--- src/rtl/vga_pkg.sv ---
// Shared screen geometry, framebuffer entry layout and pixel address helper
// for the VGA plot path.
package vga_pkg;

    localparam int SCREEN_W = 160;
    localparam int SCREEN_H = 120;
    localparam int FB_AW    = 15;

    typedef struct packed {
        logic [FB_AW-1:0] addr;
        logic [2:0]       colour;
    } fb_entry_t;

    // y*160 + x as y*128 + y*32 + x; worst case 19199 fits in FB_AW bits.
    function automatic logic [FB_AW-1:0] pixel_addr(input logic [7:0] x, input logic [6:0] y);
        logic [FB_AW-1:0] yw;
        logic [FB_AW-1:0] xw;
        yw = {8'b0, y};
        xw = {7'b0, x};
        return (yw << 7) + (yw << 5) + xw;
    endfunction

endpackage

--- src/rtl/plot_fifo.sv ---
// Circular FIFO holding pending framebuffer writes; the space flag is
// registered so the upstream ready never depends on this cycle's pop.
module plot_fifo #(
    parameter int unsigned DEPTH = 8,
    parameter int unsigned WIDTH = 18
) (
    input  logic             clk,
    input  logic             rst,
    input  logic             push,
    input  logic [WIDTH-1:0] wdata,
    input  logic             pop,
    output logic [WIDTH-1:0] rdata,
    output logic             empty,
    output logic             not_full
);

    localparam int unsigned AW = (DEPTH > 1) ? $clog2(DEPTH) : 1;
    localparam logic [AW:0] FULL_CNT = (AW+1)'(DEPTH);

    logic [WIDTH-1:0] mem_q [DEPTH];
    logic [AW-1:0]    wptr_q, wptr_d;
    logic [AW-1:0]    rptr_q, rptr_d;
    logic [AW:0]      count_q, count_d;
    logic             not_full_q, not_full_d;
    logic             do_push, do_pop;

    assign do_push = push && not_full_q;
    assign do_pop  = pop && (count_q != '0);

    always_comb begin
        wptr_d  = wptr_q;
        rptr_d  = rptr_q;
        count_d = count_q;
        if (do_push) begin
            wptr_d = wptr_q + AW'(1);
        end
        if (do_pop) begin
            rptr_d = rptr_q + AW'(1);
        end
        case ({do_push, do_pop})
            2'b10:   count_d = count_q + (AW+1)'(1);
            2'b01:   count_d = count_q - (AW+1)'(1);
            default: count_d = count_q;
        endcase
        not_full_d = (count_d < FULL_CNT);
    end

    always_ff @(posedge clk or posedge rst) begin
        if (rst) begin
            wptr_q     <= '0;
            rptr_q     <= '0;
            count_q    <= '0;
            not_full_q <= 1'b0;
        end else begin
            wptr_q     <= wptr_d;
            rptr_q     <= rptr_d;
            count_q    <= count_d;
            not_full_q <= not_full_d;
        end
    end

    // Storage needs no reset: contents are only visible through a nonzero count.
    always_ff @(posedge clk) begin
        if (do_push) begin
            mem_q[wptr_q] <= wdata;
        end
    end

    assign rdata    = mem_q[rptr_q];
    assign empty    = (count_q == '0);
    assign not_full = not_full_q;

endmodule

--- src/rtl/vga_plot_buffer.sv ---
// Decouples the drawing engine from the framebuffer: clips off-screen pixels,
// converts (x, y) to a linear address and queues writes in order.
module vga_plot_buffer
    import vga_pkg::*;
#(
    parameter int unsigned DEPTH = 8
) (
    input  logic        clk,
    input  logic        rst,
    input  logic [7:0]  in_x,
    input  logic [6:0]  in_y,
    input  logic [2:0]  in_colour,
    input  logic        in_plot,
    output logic        in_ready,
    output logic [14:0] fb_addr,
    output logic [2:0]  fb_data,
    output logic        fb_we,
    input  logic        fb_ready,
    output logic        empty,
    output logic [15:0] clip_count
);

    localparam int unsigned ENTRY_W = $bits(fb_entry_t);
    localparam logic [7:0] X_LIM = 8'(SCREEN_W);
    localparam logic [6:0] Y_LIM = 7'(SCREEN_H);

    logic               accept;
    logic               on_screen;
    logic               store;
    logic               clip_hit;
    logic               fifo_empty;
    logic               fifo_not_full;
    logic               pop;
    fb_entry_t          wr_entry;
    fb_entry_t          rd_entry;
    logic [ENTRY_W-1:0] rd_bits;
    logic [15:0]        clip_count_q, clip_count_d;

    assign accept    = in_plot && fifo_not_full;
    assign on_screen = (in_x < X_LIM) && (in_y < Y_LIM);
    assign store     = accept && on_screen;
    assign clip_hit  = accept && !on_screen;

    assign wr_entry.addr   = pixel_addr(in_x, in_y);
    assign wr_entry.colour = in_colour;

    assign fb_we = !fifo_empty;
    assign pop   = fb_we && fb_ready;

    plot_fifo #(
        .DEPTH (DEPTH),
        .WIDTH (ENTRY_W)
    ) u_fifo (
        .clk      (clk),
        .rst      (rst),
        .push     (store),
        .wdata    (wr_entry),
        .pop      (pop),
        .rdata    (rd_bits),
        .empty    (fifo_empty),
        .not_full (fifo_not_full)
    );

    assign rd_entry = fb_entry_t'(rd_bits);
    assign fb_addr  = rd_entry.addr;
    assign fb_data  = rd_entry.colour;
    assign empty    = fifo_empty;
    assign in_ready = fifo_not_full;

    always_comb begin
        clip_count_d = clip_count_q;
        if (clip_hit && (clip_count_q != 16'hFFFF)) begin
            clip_count_d = clip_count_q + 16'd1;
        end
    end

    always_ff @(posedge clk or posedge rst) begin
        if (rst) begin
            clip_count_q <= '0;
        end else begin
            clip_count_q <= clip_count_d;
        end
    end

    assign clip_count = clip_count_q;

endmodule

--- config.mk ---
export PLATFORM = sky130hd
export DESIGN_NAME = vga_plot_buffer
export DESIGN_NICKNAME = d
export VERILOG_FILES = /design/src/rtl/vga_pkg.sv /design/src/rtl/plot_fifo.sv /design/src/rtl/vga_plot_buffer.sv
export SDC_FILE = /design/constraint.sdc
export NUM_CORES = 1
export LEC_CHECK = 0
export BUFFER_PORTS_ARGS = -buffer_cell sky130_fd_sc_hd__buf_2
export CAP_MARGIN = 10
export CELL_PAD_IN_SITES_DETAIL_PLACEMENT = 1
export CELL_PAD_IN_SITES_GLOBAL_PLACEMENT = 2
export CORE_ASPECT_RATIO = 1.75
export CORE_UTILIZATION = 45
export DETAILED_ROUTE_END_ITERATION = 8
export GPL_TIMING_DRIVEN = 0
export PLACE_DENSITY = 0.77
export SKIP_CTS_REPAIR_TIMING = 1
export SLEW_MARGIN = 15
export SYNTH_ARGS = -nofsm -noshare
export SYNTH_HDL_FRONTEND = slang
export SYNTH_HIERARCHICAL = 1
export SYNTH_SLANG_ARGS = --single-unit
--- constraint.sdc ---
create_clock -name clk -period 3.4 [get_ports clk]
set_input_delay 0.34 -clock clk [delete_from_list [all_inputs] [get_ports clk]]
set_output_delay 0.34 -clock clk [all_outputs]
set_load 0.02 [all_outputs]
# [Yosys cells after proc, flatten, opt, wreduce, memory -nomap -nowiden]
# Memory sizes are Yosys's and may differ from the RTL's.
# Index checks and enable logic that the tools add are counted.
# Widths: inputs -> output; s select.
[totals] ff_bits=27 mem_bits_ro=0 wordCells=34 n_memories=1 latchBits=0 ramBits=144
[op_classes] shifts=0 n_reduce_logical=12 mux=3 div=0 order_cmp=3 bitwise=0 add_sub_neg=7 mul=0 eq_ne=3
[memory_table] memory="u_fifo.mem_q" depth=8 word_bits=18 read_ports=1 rd_clocked_by_memory_dff=0 write_ports=1 line_no="plot_fifo.sv:20" text="logic [WIDTH-1:0] mem_q [DEPTH];"
[ops] cell="$add 16x1->16 const B" count=1
[ops] cell="$ne 16x16->1 const B" count=1
[ops] cell="$add 14x12->15" count=1
[ops] cell="$add 15x8->15" count=1
[ops] cell="$logic_and 1x1->1" count=8
[ops] cell="$lt 8x8->1 const B" count=1
[ops] cell="$pmux 4 s2" count=1
[ops] cell="$lt 7x7->1 const B" count=1
[ops] cell="$add 3x1->3 const B" count=2
[ops] cell="$add 4x1->4 const B" count=1
[ops] cell="$logic_not 4->1" count=1
[ops] cell="$lt 4x4->1 const B" count=1
[ops] cell="$reduce_bool 4->1" count=1
[ops] cell="$sub 4x1->4 const B" count=1
[ops] cell="$eq 2x1->1 const B" count=1
[ops] cell="$eq 2x2->1 const B" count=1
[ops] cell="$logic_not 1->1" count=2
[ops] cell="$mux 1" count=2

# [Longest topological paths before layout]
[depth] depth_word=7 ltp_mapped=9

# [Hierarchy]
# Netlist, hierarchy kept.
[by_module_without_submodules] mod="plot_fifo" cells_each=274 area_per_inst_um2=6158.4 instances=1
[by_module_without_submodules] mod="vga_plot_buffer" cells_each=125 area_per_inst_um2=1281.2 instances=1

# [Least setup slack after synthesis]
# Ideal clock, no wire load.
[synth_path] kind="register -> register" startpoint="register u_fifo.not_full_q (netlist: u_fifo/not_full)" endpoint="memory u_fifo.mem_q[0][0], enable pin" t_required_ns=2.984 stages_incl_launch_ff=6 n_path_buf=0 t_arrival_ns=2.818 path_slack_ns=0.166 path_cell_list="dfrtp_1 and2_1 nor3b_1 nand2_1 or2_2 nor3_1"
[synth_between] elab_chain_len=5
[synth_rtl] element="start, declared" line_no="plot_fifo.sv:24" text="logic not_full_q, not_full_d;"
[synth_rtl] element="start signal, assigned" line_no="plot_fifo.sv:58" text="not_full_q <= not_full_d;"
[synth_rtl] element="$logic_and 1x1->1" line_no="vga_plot_buffer.sv:39" text="assign accept = in_plot && fifo_not_full;"
[synth_rtl] element="$logic_and 1x1->1" line_no="vga_plot_buffer.sv:41" text="assign store = accept && on_screen;"
[synth_rtl] element="net store" line_no="vga_plot_buffer.sv:29" text="logic store;"
[synth_rtl] element="$logic_and 1x1->1" line_no="plot_fifo.sv:27" text="assign do_push = push && not_full_q;"
[synth_rtl] element="$mux 1" line_no="plot_fifo.sv:64" text="if (do_push) begin"
[synth_rtl] element="$mux 1 (not written as such)" line_no="plot_fifo.sv:65" text="mem_q[wptr_q] <= wdata;"
[synth_rtl] element="end, declared" line_no="plot_fifo.sv:20"
# The timed path passes the listed nets, and every way through them passes these cells.

==> key figures <==
Run status
  • Status: finished clean

Clock tree
  • Worst skew pair latency: 420 ps
  • CTS clock-pin slew for the worst setup and hold paths: 70 ps
  • CTS tree: done
  • Clock sinks: 171
  • Clk buf depth: 2
  • H-tree depth: 4
  • Clock Tree Root: clkbuf_16
  • CTS buffer count: 17

Layout
  • Share of cells above drive strength 1: 0.3057
  • Cell area after layout: 8688 sq um
  • Final nets: between 500 and 600
  • Area delta synth->final: 16.78%
  • Diodes inserted: 0

Route
  • DR WL/cell: 23.05 microns
  • Detailed Route WL: 15.74 mm
  • Vias per inst: between 5 and 6
  • DRT iter0 DRCs: 122
  • Detail Route Antenna Nets: 0
  • Router iterations before antenna repair: 5
  • Via count: between 3000 and 4000
  • DRC Markers: 0

STA
  • Final-report setup violation count: 0
  • Rel. slew slack: 0.4210
  • Min Clock Period, post-route: 3032 ps
  • Setup ws final: 368.4 ps
  • RSZ-0062 raised after global routing: false
  • Slew Limit Fails: 0
  • Skew final: 9.335 ps
  • Hold Vio Cnt, Final: 0
  • WHS: 194.7 ps
  • Worst-Margin Slew: 861.1 ps
  • Final worst-path cycle share: 0.8916
  • Highest clock rate: 0.3299 GHz

Power and ir drop
  • Sw Ratio: 0.3183
  • Seq pwr share: 0.390
  • Clock power share: 0.291
  • Gate power share: 0.319
  • Final Power: just under 7 mW
  • Power Dens Cells: 790.1 nW/um^2
  • Int Power: 4.680 mW
  • Leakage power: 3.171 nW
  • Net Sw Power: about 2.2 mW
  • Maximum VDD drop: between 0.3 and 0.4 mV

Die
  • Row count: 61
  • Die area: approximately 17000 sq um
  • Die Y-Extent: 172.1 microns
  • Die Wd: 99.20 microns
  • Core region area: 16030 sq um
  • Io pins: 59
  • Initial Utilization: 0.4642

Worst hold path
  • Hold WC Path Type: primary input to flop
  • WHS Path Cells: 1

Global route
  • GRT Total Usage: 0.1995
  • Initial antenna violation count: 0
  • Global route total overflow: 0
  • Number of global-route vias before repair: 4283
  • Largest net degree at the start of global routing: 19
  • First-pass GRT wire length: 24.34 mm

Logic synthesis
  • Post-Syn Nets: 443
  • Mapped Cells: 399
  • Main synth FF type: edfxtp_1
  • Mapped cell area: 7440 sq um
  • Mapped Avg Cell Area: 18.65 sq um
  • Cell variety after synth: between 50 and 60
  • Post-synth EDFFs: 144
  • Flops & latches, synth: 171
  • Synth warn: 6
  • Leading area contributor after synthesis: edfxtp_1
  • Top area cells in the synthesized netlist: edfxtp_1 58%, mux4_1 9.2%, dfrtp_1 9.1%
  • Synth top area share: 0.5812
  • Sequential share of the synthesized area: 0.6720
  • Async SR Flop Fraction: 0.1579

Setup path
  • CP Capture Type: flop
  • Worst EP required: about 3700 ps
  • Arr. time, crit path: between 3000 and 4000 ps
  • R2r worst-path depth: 8
  • Startpoint types: flop
  • CP max FO: 9
  • Worst setup path class: flop to flop

Placement
  • Cell Area, Placed: 8066 sq um
  • PortBufs: 58
  • Final Wtd Congestion: approximately 0.74
  • Pre-CTS WS: 274.2 ps
  • HPWL Detailed: around 11 mm

Job
  • Max-cap violations: 0
==> cell usage in the layout (no fill, tap or decap), types with 3 or more instances in the layout <==
cell type / instances
inv_6: 5
mux4_2: 10
xor2_1: 6
a21oi_1: 4
clkbuf_16: 17
nand3_1: 9
and4_4: 3
a211oi_1: 3
nand4_1: 3
ha_1: 19
edfxtp_1: 144
fa_1: 3
clkbuf_1: 6
nor4_1: 3
nand2b_1: 3
nor2_4: 6
inv_1: 16
buf_2: 60
bufinv_16: 3
nand2_1: 15
o21ai_0: 3
nor2_1: 6
nor3b_1: 3
dfrtp_1: 27
buf_6: 8
clkinvlp_4: 3
mux4_1: 26
mux2_2: 21
xnor2_1: 18
==> registers in the layout, summed over array words and instances, names as in the netlist, named ones only <==
| register | cells |
|---|---|
| clip_count | 16 |
| u_fifo/count_q | 3 |
| u_fifo/mem_q | 144 |
| u_fifo/not_full | 1 |
| u_fifo/rptr_q | 3 |
| u_fifo/wptr_q | 3 |
==> Yosys cell counts, types with 2 or more instances <==
cell and instances:
edfxtp_1 144, dfrtp_1 27, mux4_1 26, mux2_2 21, ha_1 19, xnor2_1 18, inv_1 16, nand2_1 15
nor2_1 12, mux4_2 10, nand3_1 9, xor2_1 6, clkbuf_1 5, a21oi_1 4, buf_6 4, a211oi_1 3
and4_4 3, fa_1 3, nand2b_1 3, nand4_1 3, nor3_1 3, nor3b_1 3, nor4_1 3, o21ai_0 3
a21o_1 2, and3_1 2, and4_1 2, buf_2 2, nor2b_1 2, o21a_1 2, o21ai_1 2
==> area by class of cell <==
type,count,area [sq um]
Clock buffer,18,429.2
Tap cell,189,236.5
Fill cell,1486,7340
Clock inverter,14,182.7
Timing Repair Buffer,63,345.3
Buffer,11,73.82
Inverter,16,60.06
Multi-Input combinational cell,201,2361
Sequential cell,171,5000
==> per-layer routing <==
metal	vias to the layer above	GRT usage	wire, microns
li1	1774	-	-
met1	2061	0.2145	5955
met2	70	0.3880	9158
met3	15	0.03921	425
met4	0	0.06394	202
met5	-	0	0
==> worst paths after layout <==
| path | from | to | slack [ps] |
|---|---|---|---|
| max in group asynchronous | rst | clip_count[6] | 2400 |
| worst min-delay path | in_x[2] | u_fifo/mem_q[7][5] | 190 |
| worst max register to register | u_fifo/not_full | flop | 370 |
| min in group asynchronous | rst | u_fifo/count_q[1] | 490 |
| worst max-delay path | u_fifo/not_full | flop | 370 |
| worst min register to register | clip_count[5] | clip_count[5] | 510 |
==> power by group through the flow <==
stage,registers (mW),clock network (mW),logic [mW]
after floorplan,2.72,0,1.53
after global placement,2.71,0,2.11
after detailed placement,2.72,0,2.22
after CTS,2.68,2.03,2.24
after global routing,2.71,2.09,2.37
final,2.68,2.00,2.19
==> metrics by stage <==
step                      instances  setup TNS, ps    util
after floorplan                 399              0       -
after global placement          646         -75140  0.4970
after detailed placement        650              0  0.5033
after CTS                       682              0  0.5415
after global routing            683              0  0.5421
final                           683              0  0.5421
==> worst max-delay path, cell delays in order, from the launching register on <==
cell,delay [ps]
dfrtp_1,430
and2_1,320
nor3b_1,440
nand2_1,200
ha_1,360
ha_1,380
or4b_1,470
o311ai_0,150
o211ai_1,140
==> kinds of logic after synthesis <==
group	Yosys count	share of synthesized area
AO/OA/AOI/OAI	29	0.03364
XOR/XNOR	24	0.02825
adder cells (fa/ha/maj)	22	0.04003
buffers and inverters	27	0.01800
flip-flops	171	0.6720
multiplexers	58	0.1554
AND/OR/NAND/NOR	68	0.05264
Note: power is estimated with default switching activity, not from simulation.
